$ cat src/rtl/fetch_ctrl_if.sv
// rtl/fetch_ctrl_if.sv - fetch controller bundle: instruction memory, decode hand-off and flush inputs
interface fetch_ctrl_if;
  logic        imem_req;
  logic [31:0] imem_addr;
  logic        imem_ack;
  logic [31:0] imem_rdata;
  logic        inst_valid;
  logic [31:0] inst;
  logic [31:0] inst_pc;
  logic        dec_ready;
  logic        redirect_valid;
  logic [31:0] redirect_pc;
  logic        trap_valid;
  logic        misalign_err;

  modport master (
    output imem_req, imem_addr, inst_valid, inst, inst_pc, misalign_err,
    input  imem_ack, imem_rdata, dec_ready, redirect_valid, redirect_pc, trap_valid
  );

  modport slave (
    input  imem_req, imem_addr, inst_valid, inst, inst_pc, misalign_err,
    output imem_ack, imem_rdata, dec_ready, redirect_valid, redirect_pc, trap_valid
  );
endinterface

$ cat src/rtl/fetch_ctrl.sv
// rtl/fetch_ctrl.sv - instruction fetch FSM with one-entry skid and flush drain
// Optional FETCH_CTRL_MISALIGN_CHK_EN traps misaligned redirect targets.
module fetch_ctrl #(
  parameter logic [31:0] RESET_VECTOR = 32'h0000_0000,
  parameter logic [31:0] TRAP_VECTOR  = 32'h0000_0100
) (
  input  logic         clk,
  input  logic         rst,
  fetch_ctrl_if.master bus
);
  typedef enum logic [1:0] {
    IDLE  = 2'd0,
    FETCH = 2'd1,
    STALL = 2'd2,
    DRAIN = 2'd3
  } state_e;

  state_e      state_q;
  logic        req_q;
  logic [31:0] pc_q;
  logic [31:0] pend_pc_q;
  logic        inst_valid_q;
  logic [31:0] inst_q;
  logic [31:0] inst_pc_q;
  logic [31:0] skid_data_q;
  logic [31:0] skid_pc_q;

  logic        flush;
  logic        slot_free;
  logic [31:0] target;

  assign flush     = bus.trap_valid | bus.redirect_valid;
  assign slot_free = ~inst_valid_q | bus.dec_ready;

`ifdef FETCH_CTRL_MISALIGN_CHK_EN
  logic misalign_d;
  logic misalign_q;

  assign misalign_d = bus.redirect_valid & ~bus.trap_valid & (bus.redirect_pc[1:0] != 2'b00);
  assign target     = (bus.trap_valid | misalign_d) ? TRAP_VECTOR : bus.redirect_pc;

  always_ff @(posedge clk or negedge rst) begin
    if (!rst) begin
      misalign_q <= 1'b0;
    end else begin
      misalign_q <= misalign_d;
    end
  end

  assign bus.misalign_err = misalign_q;
`else
  assign target           = bus.trap_valid ? TRAP_VECTOR : (bus.redirect_pc & 32'hFFFF_FFFC);
  assign bus.misalign_err = 1'b0;
`endif

  // STALL always means the skid holds a word, so no separate skid-valid flag is kept.
  always_ff @(posedge clk or negedge rst) begin
    if (!rst) begin
      state_q      <= IDLE;
      req_q        <= 1'b0;
      pc_q         <= RESET_VECTOR;
      pend_pc_q    <= 32'h0;
      inst_valid_q <= 1'b0;
      inst_q       <= 32'h0;
      inst_pc_q    <= 32'h0;
      skid_data_q  <= 32'h0;
      skid_pc_q    <= 32'h0;
    end else begin
      case (state_q)
        IDLE: begin
          state_q      <= FETCH;
          req_q        <= 1'b1;
          inst_valid_q <= 1'b0;
          if (flush) pc_q <= target;
        end
        FETCH: begin
          if (flush) begin
            inst_valid_q <= 1'b0;
            if (bus.imem_ack) begin
              pc_q <= target;
            end else begin
              pend_pc_q <= target;
              state_q   <= DRAIN;
            end
          end else if (bus.imem_ack) begin
            pc_q <= pc_q + 32'd4;
            if (slot_free) begin
              inst_q       <= bus.imem_rdata;
              inst_pc_q    <= pc_q;
              inst_valid_q <= 1'b1;
            end else begin
              skid_data_q <= bus.imem_rdata;
              skid_pc_q   <= pc_q;
              state_q     <= STALL;
              req_q       <= 1'b0;
            end
          end else if (bus.dec_ready) begin
            inst_valid_q <= 1'b0;
          end
        end
        STALL: begin
          if (flush) begin
            inst_valid_q <= 1'b0;
            pc_q         <= target;
            state_q      <= FETCH;
            req_q        <= 1'b1;
          end else if (bus.dec_ready) begin
            inst_q    <= skid_data_q;
            inst_pc_q <= skid_pc_q;
            state_q   <= FETCH;
            req_q     <= 1'b1;
          end
        end
        DRAIN: begin
          // The old request stays on the bus until its ack, whose data is dropped.
          inst_valid_q <= 1'b0;
          if (bus.imem_ack) begin
            pc_q    <= flush ? target : pend_pc_q;
            state_q <= FETCH;
          end else if (flush) begin
            pend_pc_q <= target;
          end
        end
        default: begin
          state_q <= IDLE;
          req_q   <= 1'b0;
        end
      endcase
    end
  end

  assign bus.imem_req   = req_q;
  assign bus.imem_addr  = pc_q;
  assign bus.inst_valid = inst_valid_q;
  assign bus.inst       = inst_q;
  assign bus.inst_pc    = inst_pc_q;
endmodule

$ cat src/flat_wrapper.sv
// flat-port wrapper written by rule: the top's interface ports become plain ports
module fetch_ctrl_flat 
#(
  parameter logic [31:0] RESET_VECTOR = 32'h0000_0000,
  parameter logic [31:0] TRAP_VECTOR  = 32'h0000_0100
)
  (clk, rst, bus_imem_req, bus_imem_addr, bus_inst_valid, bus_inst, bus_inst_pc, bus_misalign_err, bus_imem_ack, bus_imem_rdata, bus_dec_ready, bus_redirect_valid, bus_redirect_pc, bus_trap_valid);
  fetch_ctrl_if bus_i ();
  input  logic clk;
  input  logic rst;
  output wire logic [$bits(bus_i.imem_req)-1:0] bus_imem_req;
  output wire logic [$bits(bus_i.imem_addr)-1:0] bus_imem_addr;
  output wire logic [$bits(bus_i.inst_valid)-1:0] bus_inst_valid;
  output wire logic [$bits(bus_i.inst)-1:0] bus_inst;
  output wire logic [$bits(bus_i.inst_pc)-1:0] bus_inst_pc;
  output wire logic [$bits(bus_i.misalign_err)-1:0] bus_misalign_err;
  input wire logic [$bits(bus_i.imem_ack)-1:0] bus_imem_ack;
  input wire logic [$bits(bus_i.imem_rdata)-1:0] bus_imem_rdata;
  input wire logic [$bits(bus_i.dec_ready)-1:0] bus_dec_ready;
  input wire logic [$bits(bus_i.redirect_valid)-1:0] bus_redirect_valid;
  input wire logic [$bits(bus_i.redirect_pc)-1:0] bus_redirect_pc;
  input wire logic [$bits(bus_i.trap_valid)-1:0] bus_trap_valid;
  assign bus_imem_req = bus_i.imem_req;
  assign bus_imem_addr = bus_i.imem_addr;
  assign bus_inst_valid = bus_i.inst_valid;
  assign bus_inst = bus_i.inst;
  assign bus_inst_pc = bus_i.inst_pc;
  assign bus_misalign_err = bus_i.misalign_err;
  assign bus_i.imem_ack = bus_imem_ack;
  assign bus_i.imem_rdata = bus_imem_rdata;
  assign bus_i.dec_ready = bus_dec_ready;
  assign bus_i.redirect_valid = bus_redirect_valid;
  assign bus_i.redirect_pc = bus_redirect_pc;
  assign bus_i.trap_valid = bus_trap_valid;
  fetch_ctrl #(.RESET_VECTOR(RESET_VECTOR), .TRAP_VECTOR(TRAP_VECTOR)) u_core (.clk(clk), .rst(rst), .bus(bus_i));
endmodule
$ cat config.mk
export PLATFORM = sky130hd
export DESIGN_NAME = fetch_ctrl_flat
export DESIGN_NICKNAME = d
export VERILOG_FILES = /design/src/rtl/fetch_ctrl_if.sv /design/src/rtl/fetch_ctrl.sv /design/src/flat_wrapper.sv
export SDC_FILE = /design/constraint.sdc
export NUM_CORES = 1
export LEC_CHECK = 0
export ABC_CLOCK_PERIOD_IN_PS = 2400
export BUFFER_PORTS_ARGS = -buffer_cell sky130_fd_sc_hd__buf_2
export CAP_MARGIN = 25
export CORE_MARGIN = 4
export CORE_UTILIZATION = 35
export CTS_CLUSTER_DIAMETER = 120
export DETAILED_ROUTE_END_ITERATION = 16
export GPL_ROUTABILITY_DRIVEN = 0
export PLACE_DENSITY = 0.65
export SYNTH_ARGS = -nofsm -noshare
export SYNTH_HDL_FRONTEND = slang
export SYNTH_SLANG_ARGS = --single-unit
$ cat constraint.sdc
create_clock -name clk -period 2.4 [get_ports clk]
set_input_delay 0 -clock clk [delete_from_list [all_inputs] [get_ports clk]]
set_output_delay 0 -clock clk [all_outputs]
set_load 0.03 [all_outputs]
## Yosys cells after proc, flatten, opt, wreduce, memory -nomap -nowiden

Cells that the tools add are included.

- Add/subtract/negate cells: 1
- Multipliers: 0
- Div/mod/pow operators: 0
- Magnitude comparators: 0
- Eq/ne operators: 21
- Shifts and indexed selects: 0
- Multiplexer cells: 44
- Bitwise operators: 5
- Reduce and logical (&&, ||, !) cells: 13

Operator list:

| operator | number |
|---|---|
| 32-bit two-way mux | 20 |
| 32-bit case mux with 2 select lines | 3 |
| 32-bit case mux with 3 select lines | 1 |
| 32-bit by 3-bit adder with 32-bit output, second input constant | 1 |
| 2-bit inequality test, second input constant | 8 |
| 2-bit two-way mux | 7 |
| 1-bit two-way mux | 10 |
| 5-bit AND reduction | 2 |
| 3-bit by 2-bit inequality test with 1-bit output, second input constant | 3 |
| 2-bit by 1-bit inequality test with 1-bit output, second input constant | 4 |
| 2-bit case mux with 4 select lines | 1 |
| 4-bit AND reduction | 2 |
| 1-bit case mux with 3 select lines | 2 |
| 3-bit AND reduction | 2 |
| 6-bit AND reduction | 1 |
| 2-bit equality test, second input constant | 2 |
| 4-bit by 2-bit inequality test with 1-bit output, second input constant | 1 |
| 4-bit by 3-bit inequality test with 1-bit output, second input constant | 1 |
| 2-bit nonzero test | 2 |
| 2-bit OR reduction | 2 |
| 3-bit inequality test, second input constant | 1 |
| 1-bit NOT | 3 |
| 3-bit nonzero test | 1 |
| 2-bit by 1-bit equality test with 1-bit output, second input constant | 1 |
| 2 further kinds | 3 |

- Register bits after elaboration: 196
- Latch bits: 0
- RAM bits: 0
- ROM bits: 0
- Bits of input ports: 70
- Output and inout bits: 99
- Memories: 0

## Longest topological paths before layout

- Depth in word-level cells: 6
- Gate-level depth with buffers: 8
- Mapped depth without buffers: 6

## Worst setup path after synthesis

Ideal clock, no wire load.

- Path type: reg-to-reg
- Start point: reg u_core.pc_q[3] (netlist: u_core.bus.imem_addr[3])
- End point: reg u_core.pc_q[22] (netlist: u_core.bus.imem_addr[22])
- Setup time: 121 ps
- Arrival: 1,935 ps
- Required time: 2,279 ps
- Slack: 344 ps
- Stages on the path, launching flop included: 7
- Cells stage by stage: dfrtp_1 ha_1 nand3_1 nor4_4 and2b_1 a31oi_1 o22a_1

- Longest elaborated chain between the ends: 4

Ends and longest elaborated chain:

| item | RTL line | text |
|---|---|---|
| start: declaration | fetch_ctrl.sv:20 | `logic [31:0] pc_q;` |
| start signal: assignment | fetch_ctrl.sv:74 | `if (flush) pc_q <= target;` |
| start signal: assignment | fetch_ctrl.sv:80 | `pc_q <= target;` |
| start signal: assignment | fetch_ctrl.sv:86 | `pc_q <= pc_q + 32'd4;` |
| 32-bit by 3-bit adder with 32-bit output | fetch_ctrl.sv:86 |  |
| 32-bit two-way mux | fetch_ctrl.sv:85 | `end else if (bus.imem_ack) begin` |
| 32-bit two-way mux | fetch_ctrl.sv:77 | `if (flush) begin` |
| 32-bit case mux with 3 select lines | fetch_ctrl.sv:69 | `case (state_q)` |

No other way between the ends. The select of a mux whose other input is x is not followed.
A chain may end at the register's enable or synchronous reset.

## Worst setup path after layout

Same ends and word-level chain as after synthesis.

==> impl_results.html <==
<table>
<tr><th>Metric</th><th>Value</th></tr>
<tr><th colspan="2">Die</th></tr>
<tr><td>Core outline area</td><td>27930 um2</td></tr>
<tr><td>Die boundary width</td><td>176.6 um</td></tr>
<tr><td>Initial Util</td><td>35.62%</td></tr>
<tr><td>Rows</td><td>61</td></tr>
<tr><td>Die Area</td><td>31190 um2</td></tr>
<tr><td>Die Y</td><td>~180 um</td></tr>
<tr><td>Io pins</td><td>169</td></tr>
<tr><th colspan="2">Yosys</th></tr>
<tr><td>Post-synthesis async set-or-reset flop share</td><td>100.0%</td></tr>
<tr><td>Seq/Total Area, Yosys</td><td>49.30%</td></tr>
<tr><td>Number of synthesized flops with an enable pin</td><td>0</td></tr>
<tr><td>Flops &amp; latches, synth</td><td>just under 200</td></tr>
<tr><td>Syn nets</td><td>approximately 1100</td></tr>
<tr><td>Number of standard cells after synthesis</td><td>about 1000</td></tr>
<tr><td>Cell Area, Synth</td><td>9950 um2</td></tr>
<tr><td>Ys Warns</td><td>0</td></tr>
<tr><td>Number of distinct standard cells referenced by the synthesized netlist</td><td>roughly 70</td></tr>
<tr><td>Ys flop type</td><td>sky130_fd_sc_hd__dfrtp_1</td></tr>
<tr><td>Average footprint of a synthesized cell</td><td>10.11 um2</td></tr>
<tr><th colspan="2">Critical path</th></tr>
<tr><td>Cell with the biggest individual delay on the critical path</td><td>sky130_fd_sc_hd__nor4_4</td></tr>
<tr><td>Crit Reg-Reg Startpoint</td><td>u_core.bus.imem_addr[3]$_DFFE_PN0P_</td></tr>
<tr><td>Required time at the worst-slack endpoint</td><td>~2.7 ns</td></tr>
<tr><td>Largest stage delay on the critical path</td><td>0.57 ns</td></tr>
<tr><td>Type of the worst setup path</td><td>flip-flop to flip-flop</td></tr>
<tr><td>Worst-path fanout max</td><td>7</td></tr>
<tr><td>Nature of the critical path endpoint</td><td>flip-flop</td></tr>
<tr><td>Data arrival time at the worst-slack endpoint</td><td>~2.4 ns</td></tr>
<tr><td>Worst-case reg-to-reg path depth</td><td>6</td></tr>
<tr><td>Delay-heaviest family, CP</td><td>simple AND/OR/NAND/NOR gates</td></tr>
<tr><td>Number of buffers and inverters on the critical path</td><td>0</td></tr>
<tr><td>Startpoint class of the critical path</td><td>flip-flop</td></tr>
<tr><td>Worst reg2reg endpoint</td><td>u_core.bus.imem_addr[22]$_DFFE_PN0P_</td></tr>
<tr><td>Crit-path cells</td><td>ha_1, nand3_1, nor4_4, and2b_1, a31oi_1, o22a_1</td></tr>
<tr><td>Flop2flop setup slack</td><td>0.32 ns</td></tr>
<tr><th colspan="2">GRT</th></tr>
<tr><td>Largest net degree at the start of global routing</td><td>between 70 and 80</td></tr>
<tr><td>Vias in the first global route</td><td>8146</td></tr>
<tr><td>First-pass GRT wire length</td><td>between 40000 and 50000 um</td></tr>
<tr><td>Global-route usage over all layers</td><td>between 15 and 20%</td></tr>
<tr><td>Number of antenna violations at the first check in global routing</td><td>0</td></tr>
<tr><td>Aggregate global routing overflow</td><td>0</td></tr>
<tr><th colspan="2">CTS</th></tr>
<tr><td>Clock Pin Slew Worst Setup and Hold Paths</td><td>0.08 ns</td></tr>
<tr><td>Clk Latency, worst-skew pair</td><td>0.44 ns</td></tr>
<tr><td>H-tree lvl count</td><td>4</td></tr>
<tr><td>Maximum buffer depth of the clock tree</td><td>2</td></tr>
<tr><td>Clock tree sinks</td><td>about 200</td></tr>
<tr><td>CTS tree</td><td>yes</td></tr>
<tr><td>Cell at the root of the clock tree</td><td>sky130_fd_sc_hd__clkbuf_16</td></tr>
<tr><td>CTS Buf Count</td><td>17</td></tr>
<tr><th colspan="2">Drt</th></tr>
<tr><td>Post-route antenna net violation count</td><td>0</td></tr>
<tr><td>DR vias</td><td>8426</td></tr>
<tr><td>First-pass iteration count of the detailed router</td><td>5</td></tr>
<tr><td>Vias/cell</td><td>5.276</td></tr>
<tr><td>Mean routed wirelength per cell</td><td>~18 um</td></tr>
<tr><td>Iteration-0 DRC Markers</td><td>803</td></tr>
<tr><td>DRC</td><td>0</td></tr>
<tr><td>Overall routed net length</td><td>28120 um</td></tr>
<tr><th colspan="2">Timing</th></tr>
<tr><td>Fraction of the cycle the final worst path needs</td><td>86.75%</td></tr>
<tr><td>Hold slack</td><td>between 0.07 and 0.08 ns</td></tr>
<tr><td>Slew at the pin closest to its max-slew limit</td><td>0.6054 ns</td></tr>
<tr><td>RSZ-0062 raised after global routing</td><td>false</td></tr>
<tr><td>Post-layout min period</td><td>about 2.1 ns</td></tr>
<tr><td>Total negative setup slack</td><td>0 ns</td></tr>
<tr><td>Final hold vios</td><td>0</td></tr>
<tr><td>F_max</td><td>480.3 MHz</td></tr>
<tr><td>Relative slew slack</td><td>59.64%</td></tr>
<tr><td>Worst clock skew on the final layout</td><td>0.01004 ns</td></tr>
<tr><td>Final setup viols</td><td>0</td></tr>
<tr><td>Slew Limit Fails</td><td>0</td></tr>
<tr><th colspan="2">Cells and area</th></tr>
<tr><td>Fraction of final layout cells with drive strength greater than 1</td><td>between 20 and 25%</td></tr>
<tr><td>Highest-count cells in the layout ignoring fill and taps</td><td>sky130_fd_sc_hd__dfrtp_1, sky130_fd_sc_hd__buf_2, sky130_fd_sc_hd__a21oi_1, sky130_fd_sc_hd__nor2_1, sky130_fd_sc_hd__nand2_1</td></tr>
<tr><td>Nets@finish</td><td>roughly 1300</td></tr>
<tr><td>Post-layout instance count excluding filler cells</td><td>1597</td></tr>
<tr><td>Area Growth Syn to Fin</td><td>26.31%</td></tr>
<tr><td>Commonest non-fill, non-tap cell in the layout</td><td>sky130_fd_sc_hd__dfrtp_1</td></tr>
<tr><td>Count of inserted antenna diode cells</td><td>0</td></tr>
<tr><th colspan="2">Min path</th></tr>
<tr><td>Worst hold-check path type</td><td>primary input to flip-flop</td></tr>
<tr><td>Hold path start</td><td>bus_trap_valid</td></tr>
<tr><td>Number of cells on the worst hold path</td><td>3</td></tr>
<tr><td>End of the worst hold path</td><td>u_core.pend_pc_q[9]$_DFFE_PN0P_</td></tr>
<tr><th colspan="2">Run status</th></tr>
<tr><td>Result of the run</td><td>complete, no violations</td></tr>
<tr><th colspan="2">Placement</th></tr>
<tr><td>Placed insts</td><td>1501</td></tr>
<tr><td>Number of buffers inserted by port buffering</td><td>165</td></tr>
<tr><td>HPWL after detailed placement</td><td>19600 um</td></tr>
<tr><th colspan="2">Power</th></tr>
<tr><td>Cell area power density</td><td>756.6 nW/um2</td></tr>
<tr><td>IR drop worst, VDD</td><td>0.0005101 V</td></tr>
<tr><td>Leakage power total</td><td>0.005607 uW</td></tr>
<tr><th colspan="2">Run</th></tr>
<tr><td>Max_cap viols</td><td>0</td></tr>
</table>
[flip-flops by register name, summed over array words and instances (netlist names)]
signal / cells
u_core.state_q: 2
u_core.bus.inst_valid: 1
u_core.bus.imem_req: 1
u_core.bus.inst: 32
u_core.bus.inst_pc: 32
u_core.skid_pc_q: 32
u_core.bus.imem_addr: 32
u_core.pend_pc_q: 32
u_core.skid_data_q: 32
[how the worst max path moves through the flow]
| stage | depth (start not counted) | from | end |
|---|---|---|---|
| after global routing | 6 | u_core.state_q[1]$_DFFE_PN0P_ | u_core.bus.imem_addr[25]$_DFFE_PN0P_ |
| after CTS | 6 | u_core.bus.imem_addr[3]$_DFFE_PN0P_ | u_core.bus.imem_addr[22]$_DFFE_PN0P_ |
| after floorplan | 6 | u_core.bus.imem_addr[3]$_DFFE_PN0P_ | u_core.bus.imem_addr[22]$_DFFE_PN0P_ |
| after detailed placement | 6 | u_core.bus.imem_addr[3]$_DFFE_PN0P_ | u_core.bus.imem_addr[22]$_DFFE_PN0P_ |
| final | 6 | u_core.bus.imem_addr[3]$_DFFE_PN0P_ | u_core.bus.imem_addr[22]$_DFFE_PN0P_ |
| after global placement | 5 | u_core.state_q[0]$_DFFE_PN0P_ | u_core.skid_data_q[8]$_DFFE_PN0N_ |
[cell usage after synthesis (6+ instances only)]
library cell,count,area share (%)
sky130_fd_sc_hd__dfrtp_1,196,49
sky130_fd_sc_hd__nor2_1,103,3.9
sky130_fd_sc_hd__mux2_1,49,5.5
sky130_fd_sc_hd__nand4_1,10,0.63
sky130_fd_sc_hd__and3_1,11,0.69
sky130_fd_sc_hd__nor3_1,13,0.65
sky130_fd_sc_hd__inv_1,13,0.49
sky130_fd_sc_hd__o21ai_0,61,3.1
sky130_fd_sc_hd__a22oi_1,27,2.0
sky130_fd_sc_hd__mux2i_1,66,6.6
sky130_fd_sc_hd__nand2_1,80,3.0
sky130_fd_sc_hd__mux2_2,17,1.9
sky130_fd_sc_hd__a2bb2oi_1,7,0.62
sky130_fd_sc_hd__buf_6,7,0.79
sky130_fd_sc_hd__buf_2,34,1.7
sky130_fd_sc_hd__a21oi_1,114,5.7
sky130_fd_sc_hd__a211oi_1,6,0.45
sky130_fd_sc_hd__o221ai_1,7,0.62
sky130_fd_sc_hd__nor2b_1,9,0.57
sky130_fd_sc_hd__a22o_1,7,0.62
sky130_fd_sc_hd__nand3_1,11,0.55
sky130_fd_sc_hd__nand2b_1,6,0.38
sky130_fd_sc_hd__clkbuf_1,19,0.72
sky130_fd_sc_hd__a31oi_1,7,0.44
sky130_fd_sc_hd__o22a_1,6,0.53
[layer usage]
metal  global-route usage (%)  share of wire [%]  routed length (um)  vias up
li1                         -                  -                   -     4020
met1                    26.30                 47               13160     4091
met2                    27.37                 45               12600      270
met3                    3.469                6.0                1681       45
met4                    5.899                2.4                 674        0
met5                        0                  0                   0        -
[tightest hold or removal path: stages]
cell and delay (ns):
sky130_fd_sc_hd__buf_2 0.17, sky130_fd_sc_hd__buf_4 0.21, sky130_fd_sc_hd__o31ai_1 0.09
[timing repair]
action | 4_1_cts | 5_1_grt
endpoints found under the hold margin | 170 | 0
setup buffers | 0 | 0
hold buffers | 64 | 0
endpoints found under the setup margin | 0 | 0
gates resized for setup | 0 | 0
[per-stage QoR]
stage / total power [uW] / util [%] / instance area (um2) / worst slack, ns
finish: 9508 / 44.99 / 12570 / 0.3180
global route: 9998 / 44.99 / 12570 / 0.1674
CTS: 9605 / 44.99 / 12570 / 0.3428
detailed placement: 6443 / 40.46 / 11300 / 0.3729
global placement: 6397 / 40.46 / 11300 / 0.4143
floorplan: 5566 / - / 9950 / 0.3439
[layout make-up]
type	count	area (um2)
Sequential cell	196	4905
Clock buffer	18	439.2
Tap cell	378	473.0
Multi-Input combinational cell	698	4557
Inverter	13	48.80
Timing Repair Buffer	280	1958
Fill cell	2685	15370
Clock inverter	14	186.4
[power by group]
group | switching [uW] | leakage (uW) | internal [uW]
Combinational | 1570 | 0.00282 | 797
Clock | 1430 | 0.000309 | 1630
Sequential | 332 | 0.00248 | 3750
Total | 3330 | 0.00561 | 6180
[kinds of logic after synthesis]
family / share of synthesized area [%]
flip-flops: 49.30
XOR/XNOR: 0.08804
other: 0.03769
adder cells (fa/ha/maj): 0.1257
AND/OR/NAND/NOR: 13.51
AO/OA/AOI/OAI: 17.73
buffers and inverters: 5.106
multiplexers: 14.11
Power figures use the tool's default switching activity.
